===== src/rtl/display_hdmi_pkg.sv =====
// Shared types and helpers for the HDMI display read-path scheduler.
package display_hdmi_pkg;

  typedef enum logic [2:0] {
    IDLE    = 3'd0,
    REQ     = 3'd1,
    PREFILL = 3'd2,
    WAIT_VS = 3'd3,
    RUN     = 3'd4,
    FLUSH   = 3'd5,
    DRAIN   = 3'd6
  } sched_state_t;

  localparam int CNT_W = 21;

  function automatic int frame_beats(input int w, input int h, input int ppc);
    return (w * h) / ppc;
  endfunction

endpackage


===== src/rtl/display_hdmi_buf_select.sv =====
// Tracks the most recently written frame buffer and produces the DMA base address.
module display_hdmi_buf_select
  import display_hdmi_pkg::*;
#(
  parameter int NUM_BUF = 3
) (
  input  logic                   iHdmiClk,
  input  logic                   iRst_n,
  input  logic [32*NUM_BUF-1:0]  ivBufBase,
  input  logic                   iWrDoneValid,
  input  logic [1:0]             ivWrDoneIdx,
  input  logic                   iLoad,
  input  logic                   iHold,
  output logic [31:0]            ov32Addr
);

  logic [1:0]  rLatestIdx;
  logic [1:0]  rCurIdx;
  logic [31:0] rAddr;
  logic [31:0] latestBase;
  logic [31:0] curBase;

  always_comb begin
    latestBase = '0;
    curBase    = '0;
    for (int k = 0; k < NUM_BUF; k++) begin
      if (rLatestIdx == k[1:0]) latestBase = ivBufBase[32*k +: 32];
      if (rCurIdx == k[1:0])    curBase    = ivBufBase[32*k +: 32];
    end
  end

  // A load samples rLatestIdx before any same-cycle write-done update lands.
  always_ff @(posedge iHdmiClk) begin
    if (!iRst_n) begin
      rLatestIdx <= '0;
      rCurIdx    <= '0;
      rAddr      <= '0;
    end else begin
      if (iWrDoneValid && (int'(ivWrDoneIdx) < NUM_BUF)) rLatestIdx <= ivWrDoneIdx;
      if (iLoad) begin
        rCurIdx <= rLatestIdx;
        rAddr   <= latestBase;
      end else if (iHold) begin
        rAddr   <= curBase;
      end else begin
        rAddr   <= '0;
      end
    end
  end

  assign ov32Addr = rAddr;

endmodule


===== src/rtl/display_hdmi_frame_sched.sv =====
// Per-frame scheduler: DMA request sequencing, prefill, vsync alignment,
// FIFO read gating and flush/re-sync recovery on underflow or misalignment.
//
// state   | meaning
// IDLE    | display disabled, all outputs quiet
// REQ     | frame read request held until ack
// PREFILL | waiting for FIFO level to pass the prefill threshold
// WAIT_VS | prefilled, waiting for the start of a frame
// RUN     | streaming FIFO beats to the display
// FLUSH   | abort DMA, clear FIFO, pad white
// DRAIN   | waiting for the DMA to go idle before restarting
module display_hdmi_frame_sched
  import display_hdmi_pkg::*;
#(
  parameter int FRAME_WIDTH    = 1920,
  parameter int FRAME_HEIGHT   = 1080,
  parameter int PPC            = 2,
  parameter int BYTES_PER_BEAT = 8,
  parameter int NUM_BUF        = 3,
  parameter int FIFO_DEPTH     = 4096,
  parameter int PREFILL_LEVEL  = 2048,
  parameter int FLUSH_CYCLES   = 16
) (
  input  logic                  iHdmiClk,
  input  logic                  iRst_n,
  input  logic                  iEnable,
  input  logic [32*NUM_BUF-1:0] ivBufBase,
  input  logic                  iWrDoneValid,
  input  logic [1:0]            ivWrDoneIdx,
  output logic                  oDmaReq,
  output logic [31:0]           ov32DmaAddr,
  output logic [31:0]           ov32DmaLen,
  input  logic                  iDmaAck,
  input  logic                  iDmaDone,
  output logic                  oDmaAbort,
  input  logic                  iDmaIdle,
  input  logic [11:0]           ivFifoCount,
  input  logic                  iFifoUnderflow,
  output logic                  oFifoFlush,
  input  logic                  iVgaVs,
  input  logic                  iVgaVd,
  output logic                  oFifoRdEn,
  output logic                  oDataSel,
  output logic [2:0]            ov3State,
  output logic [15:0]           ov16ResyncCnt
);

  localparam int               FrameBeats  = frame_beats(FRAME_WIDTH, FRAME_HEIGHT, PPC);
  localparam logic [CNT_W-1:0] FrameBeatsC = CNT_W'(FrameBeats);
  localparam logic [31:0]      DmaLen      = 32'(FrameBeats * BYTES_PER_BEAT);
  localparam int               PrefillThr  = (PREFILL_LEVEL < FIFO_DEPTH) ? PREFILL_LEVEL : FIFO_DEPTH - 1;
  localparam logic [11:0]      PrefillThrC = 12'(PrefillThr);
  localparam int               FlushW      = $clog2(FLUSH_CYCLES + 1);
  localparam logic [FlushW-1:0] FlushLoad  = FlushW'(FLUSH_CYCLES - 1);

  sched_state_t      rState;
  sched_state_t      stateNext;
  logic              rVsPrev;
  logic              rVsFall;
  logic              rVsRise;
  logic              rFirst;
  logic              rSkipCheck;
  logic              rNextReq;
  logic [CNT_W-1:0]  rBeatCnt;
  logic [FlushW-1:0] rFlushTmr;
  logic              rAbort;
  logic              rFlush;
  logic              rDataSel;
  logic [15:0]       rResyncCnt;

  logic live;
  logic fifoRdEn;
  logic underflow;
  logic misalign;
  logic flushEntry;
  logic reqLoad;
  logic reqHold;
  logic firstNext;
  logic nextLive;

  // Reads stay live through a REQ visit that interrupts streaming.
  assign live      = (rState == RUN) || ((rState == REQ) && !rFirst);
  assign fifoRdEn  = live & iVgaVd;
  assign underflow = live & (iFifoUnderflow | (fifoRdEn & (ivFifoCount == '0)));
  assign misalign  = live & rVsFall & ~rSkipCheck & (rBeatCnt != FrameBeatsC);

  always_comb begin
    stateNext = rState;
    case (rState)
      IDLE:    if (iEnable) stateNext = REQ;
      REQ: begin
        if (!iEnable || underflow || misalign) stateNext = FLUSH;
        else if (iDmaAck)                      stateNext = rFirst ? PREFILL : RUN;
      end
      PREFILL: begin
        if (!iEnable)                        stateNext = FLUSH;
        else if (ivFifoCount > PrefillThrC)  stateNext = WAIT_VS;
      end
      WAIT_VS: begin
        if (!iEnable)     stateNext = FLUSH;
        else if (rVsRise) stateNext = RUN;
      end
      RUN: begin
        if (!iEnable || underflow || misalign) stateNext = FLUSH;
        else if (rNextReq)                     stateNext = REQ;
      end
      FLUSH:   if (rFlushTmr == '0) stateNext = DRAIN;
      DRAIN:   if (iDmaIdle) stateNext = iEnable ? REQ : IDLE;
      default: stateNext = IDLE;
    endcase
  end

  always_comb begin
    flushEntry = (stateNext == FLUSH) && (rState != FLUSH);
    reqLoad    = (stateNext == REQ) && (rState != REQ);
    reqHold    = (stateNext == REQ) && (rState == REQ);
    firstNext  = rFirst;
    if (((rState == IDLE) || (rState == DRAIN)) && (stateNext == REQ)) firstNext = 1'b1;
    else if (stateNext == RUN)                                         firstNext = 1'b0;
    nextLive = (stateNext == RUN) || ((stateNext == REQ) && !firstNext);
  end

  always_ff @(posedge iHdmiClk) begin
    if (!iRst_n) begin
      rState     <= IDLE;
      rVsPrev    <= 1'b1;
      rVsFall    <= 1'b0;
      rVsRise    <= 1'b0;
      rFirst     <= 1'b1;
      rSkipCheck <= 1'b0;
      rNextReq   <= 1'b0;
      rBeatCnt   <= '0;
      rFlushTmr  <= '0;
      rAbort     <= 1'b0;
      rFlush     <= 1'b0;
      rDataSel   <= 1'b0;
      rResyncCnt <= '0;
    end else begin
      rState   <= stateNext;
      rVsPrev  <= iVgaVs;
      rVsFall  <= rVsPrev & ~iVgaVs;
      rVsRise  <= ~rVsPrev & iVgaVs;
      rFirst   <= firstNext;
      rAbort   <= flushEntry;
      rFlush   <= (stateNext == FLUSH);
      rDataSel <= nextLive;

      if (flushEntry)                                rFlushTmr <= FlushLoad;
      else if ((rState == FLUSH) && (rFlushTmr != '0)) rFlushTmr <= rFlushTmr - 1'b1;

      if (flushEntry && (rResyncCnt != 16'hFFFF)) rResyncCnt <= rResyncCnt + 16'd1;

      if (reqLoad || (rState == FLUSH))                           rNextReq <= 1'b0;
      else if (iDmaDone && ((rState == RUN) || (rState == REQ)))  rNextReq <= 1'b1;

      // The first frame after alignment may be partial, so its count is not judged.
      if ((rState == WAIT_VS) && (stateNext == RUN)) begin
        rBeatCnt   <= '0;
        rSkipCheck <= 1'b1;
      end else if (live && rVsFall) begin
        rBeatCnt   <= fifoRdEn ? CNT_W'(1) : '0;
        rSkipCheck <= 1'b0;
      end else if (fifoRdEn && (rBeatCnt != '1)) begin
        rBeatCnt   <= rBeatCnt + 1'b1;
      end
    end
  end

  display_hdmi_buf_select #(
    .NUM_BUF (NUM_BUF)
  ) uBufSelect (
    .iHdmiClk     (iHdmiClk),
    .iRst_n       (iRst_n),
    .ivBufBase    (ivBufBase),
    .iWrDoneValid (iWrDoneValid),
    .ivWrDoneIdx  (ivWrDoneIdx),
    .iLoad        (reqLoad),
    .iHold        (reqHold),
    .ov32Addr     (ov32DmaAddr)
  );

  assign oDmaReq       = (rState == REQ);
  assign ov32DmaLen    = DmaLen;
  assign oDmaAbort     = rAbort;
  assign oFifoFlush    = rFlush;
  assign oFifoRdEn     = fifoRdEn;
  assign oDataSel      = rDataSel;
  assign ov3State      = rState;
  assign ov16ResyncCnt = rResyncCnt;

endmodule


===== config.mk =====
export PLATFORM = sky130hd
export DESIGN_NAME = display_hdmi_frame_sched
export DESIGN_NICKNAME = d
export VERILOG_FILES = /design/src/rtl/display_hdmi_pkg.sv /design/src/rtl/display_hdmi_buf_select.sv /design/src/rtl/display_hdmi_frame_sched.sv
export SDC_FILE = /design/constraint.sdc
export NUM_CORES = 1
export LEC_CHECK = 0
export ABC_AREA = 0
export CORE_MARGIN = 3
export CORE_UTILIZATION = 49
export DETAILED_ROUTE_END_ITERATION = 10
export GPL_TIMING_DRIVEN = 0
export PLACE_DENSITY = 0.95
export RECOVER_POWER = 100
export SETUP_SLACK_MARGIN = 0.05
export SLEW_MARGIN = 0
export SYNTH_ARGS = -nofsm -noshare
export SYNTH_HDL_FRONTEND = slang
export SYNTH_SLANG_ARGS = --single-unit

===== constraint.sdc =====
create_clock -name iHdmiClk -period 7.29 [get_ports iHdmiClk]
set_input_delay 1.458 -clock iHdmiClk [delete_from_list [all_inputs] [get_ports iHdmiClk]]
set_output_delay 1.458 -clock iHdmiClk [all_outputs]
set_load 0.005 [all_outputs]

# Word level (Yosys, flattened, before mapping)
# Index checks and enable logic that the tools add are counted.
# word_totals
register_bits	90
input_bits	120
output_inout_bits	88
elab_cells	119
# op_classes
addsub	3
order_cmp	2
n_eq_ne	18
mux	31
bitwise	13
reduce_logical	35
# op_table
op	count
$mux 32	8
$mux 21	2
$mux 3	12
$add 21x1->21 const B	1
$ne 21x20->1 const B	1
$ne 21x21->1 const B	1
$pmux 3 s7	1
$add 16x1->16 const B	1
$ne 16x16->1 const B	1
$eq 3x3->1 const B	5
$logic_and 1x1->1	13
$gt 12x12->1 const B	1
$logic_not 12->1	1
$and 1x1->1	8
$mux 4	2
$logic_or 1x1->1	7
$eq 3x1->1 const B	2
$eq 3x2->1 const B	2
$mux 1	6
$reduce_bool 2->1	3
$reduce_or 2->1	3
$logic_not 5->1	1
$reduce_bool 5->1	1
$sub 5x1->5 const B	1
10 further kinds	18

# Logic depth before layout (Yosys ltp)
# logic_depth
depth_word	17
mapped_depth	11
mapped_depth_nobuf	9

# Modules after synthesis
# Synthesis repeated with hierarchy kept, for this count alone.
# hier_totals
cells_unflattened	698
hier_area_um2	5871.9
# modules_own_cells
mod	n_inst	cells_per_inst	area_each_um2	seq_area_each_um2
display_hdmi_frame_sched	1	391	3141.8	1081.0
display_hdmi_buf_select	1	307	2730.1	720.7

# Least setup slack after synthesis
# Ideal clock, no wire load.
# synth_path
kind	input port to flip-flop
from	in ivFifoCount[1]
to	reg rResyncCnt[10], in the netlist ov16ResyncCnt[10]
setup_time_ps	70
t_arrival_ps	3391
required_ps	7220
slack_ps	3828
cell_stages	8
path_buffers	1
cell_sequence	nor4_1 -> nand3_1 -> o31a_1 -> a31o_2 -> a21o_4 -> buf_6 -> or4_1 -> a21oi_1
# synth_between
elab_chain_len	11
word_cells_on_any_way	15
classes_between	order compare (1); eq/ne (1); mux (5); bitwise (3); reduce/logical (5)
# synth_lines
item	line	source
start: declaration	display_hdmi_frame_sched.sv:37	input logic [11:0] ivFifoCount,
branches (longest 7 deep; another with $gt 12x12->1)	n/a	
$pmux 3 s7 *	display_hdmi_frame_sched.sv:89	case (rState)
$eq 3x3->1 *	display_hdmi_frame_sched.sv:114	flushEntry = (stateNext == FLUSH) && (rState != FLUSH);
$logic_and 1x1->1 *	display_hdmi_frame_sched.sv:114	
$logic_and 1x1->1 *	display_hdmi_frame_sched.sv:151	if (flushEntry && (rResyncCnt != 16'hFFFF)) rResyncCnt <= rResyncCnt + 16'd1;
end signal: assignment	display_hdmi_frame_sched.sv:151	
end: declaration	display_hdmi_frame_sched.sv:69	logic [15:0] rResyncCnt;
# Every way passes the cells marked *.
# A chain may end at the register's enable or synchronous reset.

# Worst setup path in the final report
# layout_path
from	in ivFifoCount[1]
to	reg rResyncCnt[13], in the netlist ov16ResyncCnt[13]
# Same word-level chain as after synthesis.

==> impl_summary.txt <==
----------------------------------------------------
[Status]
  Run status ... finished, final reports clean

[Power and ir drop]
  Fraction of power spent switching nets ... 35.9%
  Pwr dens ... about 220 nW/um2
  Net switching component of the power ... 0.626 mW
  Maximum vdd ir drop ... about 0.14 mV
  Internal power consumption ... around 1.1 mW
  Relative contribution of combinational cells to total power ... roughly 40%
  Post-layout total power ... between 1.5 and 2 mW
  Sequential power share ... about a third
  Power share of the clock group ... approximately 26%
  Leakage ... 3.02 nW

[Logic synthesis]
  Post-Syn Area per Cell ... 8.18 um2
  Gate count after technology mapping ... 694
  Post-synthesis instance area ... 5680 um2
  Xor-xnor portion of the synthesized cell area ... 3.39%
  Portion of synthesized cell area occupied by the leading cell type ... 31.7%
  Dominant combinational cell family by area after synthesis ... simple AND/OR/NAND/NOR gates
  Fraction of the mapped netlist area in compound gates ... 18.7%
  Most common cell in the synthesized netlist ... nand2_1
  Ys async rst share ... 0%
  Adder and majority cell fraction of the synthesized area ... 0.881%
  Register bit total from synthesis ... 90
  Warning count from the yosys run ... 0
  Main synth FF type ... dfxtp_1
  Most numerous cell types in the synthesized netlist ... 95 x nand2_1, 90 x dfxtp_1, 67 x mux2i_1, 67 x o211ai_1, 40 x and3_1
  Number of enable-type register cells in the synthesized netlist ... 0
  Portion of the post-synthesis area used by sequential elements ... 31.7%
  Most area-consuming cells after synthesis ... dfxtp_1 32%, mux2i_1 12%, o211ai_1 8.9%
  Area share of and/or/nand/nor cells after synthesis ... roughly a quarter
  Count of different cell masters after synthesis ... 64
  Yosys top cell by area ... dfxtp_1
  Multiplexer share of the synthesized area ... 11.8%

[Floorplan]
  Number of placement rows ... 38
  Effective utilization at floorplan ... around half
  Die Footprint ... approximately 13000 um2
  Total core area ... 11100 um2
  DIE HEIGHT ... 114 um
  Top-level I/O count ... 208
  Die width ... 114 um

[Critical path]
  Startpoint of the most critical register-to-register path ... rFlushTmr[0]$_SDFFE_PN0P_
  Setup slack on the worst flop-to-flop path ... about 3.7 ns
  Class of the most critical setup path ... input pin to flop
  Data required time of the worst path ... 7.56 ns
  Destination of the worst register-to-register timing path ... ov16ResyncCnt[13]$_SDFFE_PN0P_
  Maximum fanout count along the critical path ... 10
  Startpoint Class ... input pin
  Worst Reg2Reg Path Length in Cells ... 11
  Worst EP arrival ... 4.72 ns
  Type of destination of the critical path ... flop

[Route]
  Via Count ... about 6100
  Final antenna-violating net count ... 0
  Drt first pass iters ... 5
  Total length of routed wires ... 17.4 mm
  Post-detailed-route wirelength per cell ... approximately 17 um
  Number of remaining DRC errors ... 0
  Via count normalized by instance count ... between 5 and 6
  1st-iter DRT viols ... 428

[Final layout]
  Utilization after layout ... 72.0%
  Antenna cell count ... 0
  Count of placed standard cells in the final layout, fillers left out ... roughly 1100
  Cell area after layout ... 7980 um2
  Number of inserted filler cells in the final layout ... roughly 860
  Footprint of the multi-input gates ... 3460 um2
  Sequential cell area ... 1800 um2
  Fraction of layout cells with a size suffix above 1 ... 7.10%
  Post-layout net count ... 1034
  P&R area growth vs syn ... 40.5%

[Clocking]
  Clock slew at the register clock pins of the worst setup and hold paths ... approximately 0.07 ns
  Cts repair resizes ... 0
  Cell at the root of the clock tree ... clkbuf_16
  Worst skew pair latency ... 0.34 ns
  Number of buffers added by the clock tree synthesis step ... 9
  H-tree lvl count ... 3
  Clock tree from TritonCTS ... built
  Clock Sinks ... 90
  Number of buffers added for setup after CTS ... 0
  CTS max path bufs ... 2
  Hold-fix buffers, CTS ... 0

[Global routing]
  Aggregate global routing overflow ... 0
  Initial antenna violation count ... 0
  Largest net degree at the start of global routing ... 17
  First-pass GRT wire length ... 28.0 mm
  Via count of the first global-routing pass ... 5948
  Overall global routing resource usage ... 26.3%

[Place]
  Placement Cell Area ... 7720 um2
  Final estimated routing congestion in global placement ... 0.927
  Setup Slack @ Placement ... 2.97 ns
  Detailed Place HPWL ... 13.2 mm
  Post-placement cell count ... 1039
  Number of port buffers ... 175

[Timing]
  Setup slack after layout ... 2.84 ns
  Slew headroom ... 39.2%
  Final worst path period share ... about three fifths
  Setup TNS ... 0 ns
  RSZ-0062 raised after global routing ... false
  Maximum clock frequency ... 225 MHz
  Final Skew ... 0.0152 ns
  Time the worst path needs with I/O delays and setup ... 4.45 ns
  Transition time at the pin with the least slew margin ... 0.889 ns
  Final setup violating endpoints ... 0
  Max-slew violation count ... 0
  Final hold violation count ... 0
  Worst hold slack after final layout ... 0.439 ns

[Worst hold path]
  Hold_sp ... rVsPrev$_SDFF_PN1_
  Endpoint of the worst hold-timing path ... rVsFall$_SDFF_PN0_
  Number of stages on the worst hold path ... 2
  Class of the tightest hold or removal check ... flop to flop

[Run]
  Max-capacitance violation count ... 0

----------------------------------------------------
-- registers in the layout (all words and copies together) (netlist names) --
signal                 cells
uBufSelect.ov32Addr       32
rBeatCnt                  21
ov16ResyncCnt             16
rFlushTmr                  5
ov3State                   3
uBufSelect.rCurIdx         2
uBufSelect.rLatestIdx      2
oDataSel                   1
oDmaAbort                  1
oFifoFlush                 1
rFirst                     1
rNextReq                   1
rSkipCheck                 1
rVsFall                    1
rVsPrev                    1
rVsRise                    1
-- worst max-delay path by stage --
| stage | from | to | slack (ns) |
|---|---|---|---|
| 6_report | ivFifoCount[1] | ov16ResyncCnt[13]$_SDFFE_PN0P_ | 2.84 |
| 5_1_grt | ivFifoCount[1] | ov16ResyncCnt[13]$_SDFFE_PN0P_ | 2.54 |
| 4_1_cts | ov3State[0]$_SDFF_PN0_ | oDmaReq | 3.03 |
| 3_5_place_dp | ivFifoCount[1] | uBufSelect.ov32Addr[1]$_SDFF_PN0_ | 2.97 |
| 3_3_place_gp | ivFifoCount[5] | uBufSelect.ov32Addr[30]$_SDFF_PN0_ | 2.97 |
| 2_1_floorplan | ivFifoCount[1] | ov16ResyncCnt[10]$_SDFFE_PN0P_ | 3.83 |
-- power groups by stage --
| stage | registers (mW) | logic [mW] | clock network [mW] |
|---|---|---|---|
| floorplan | 0.608 | 0.399 | 0 |
| global placement | 0.607 | 0.711 | 0 |
| detailed placement | 0.609 | 0.722 | 0 |
| CTS | 0.599 | 0.727 | 0.451 |
| global route | 0.603 | 0.761 | 0.474 |
| finish | 0.596 | 0.697 | 0.451 |
-- cell families after synthesis --
family | Yosys count
AND/OR/NAND/NOR | 264
AO/OA/AOI/OAI | 144
buffers and inverters | 101
flip-flops | 90
multiplexers | 67
XOR/XNOR | 22
adder cells (fa/ha/maj) | 4
other | 2
-- area by class of cell --
| type | instances | share of cell area (%) |
|---|---|---|
| timing repair buffer | 175 | 22.0 |
| clock buffer | 10 | 2.99 |
| inverter | 20 | 0.941 |
| sequential | 90 | 22.6 |
| multi-input combinational | 533 | 43.3 |
| clock inverter | 6 | 0.596 |
| tap | 140 | 2.20 |
| buffer | 81 | 5.42 |
-- placed cells by master, fill, tap and decap left out, types with 11 or more instances in the layout --
master / netlist / routed
dfxtp_1: 90 / 90
or4_1: 12 / 12
nand4_1: 14 / 14
o211ai_1: 67 / 67
buf_4: 33 / 33
nand2_1: 95 / 95
clkdlybuf4s50_1: 0 / 118
nor2_1: 35 / 35
and3_1: 40 / 40
dlygate4sd3_1: 0 / 57
o31ai_1: 11 / 11
mux2i_1: 67 / 67
conb_1: 2 / 32
xor2_1: 15 / 15
inv_1: 19 / 19
clkbuf_1: 39 / 43
a21oi_1: 20 / 20
nand3_1: 17 / 17
-- worst max-delay path, cell delays in order --
cell and delay (ns):
dlygate4sd3_1 0.53, nor4_1 0.39, nand4_1 0.15, a2111oi_0 0.51, o211a_2 0.31, a21o_1 0.24
clkbuf_1 0.37, clkbuf_1 0.41, o31ai_1 0.17, a21oi_1 0.16
-- metal layers --
layer / GRT usage [%] / part of all wire (%) / vias up
met5: 0 / 0 / -
li1: - / - / 2903
met3: 6.05 / 8.8 / 43
met4: 10.7 / 2.9 / 0
met1: 32.8 / 40 / 2866
met2: 43.7 / 48 / 297
No activity file was read; power rests on OpenSTA's default activity.
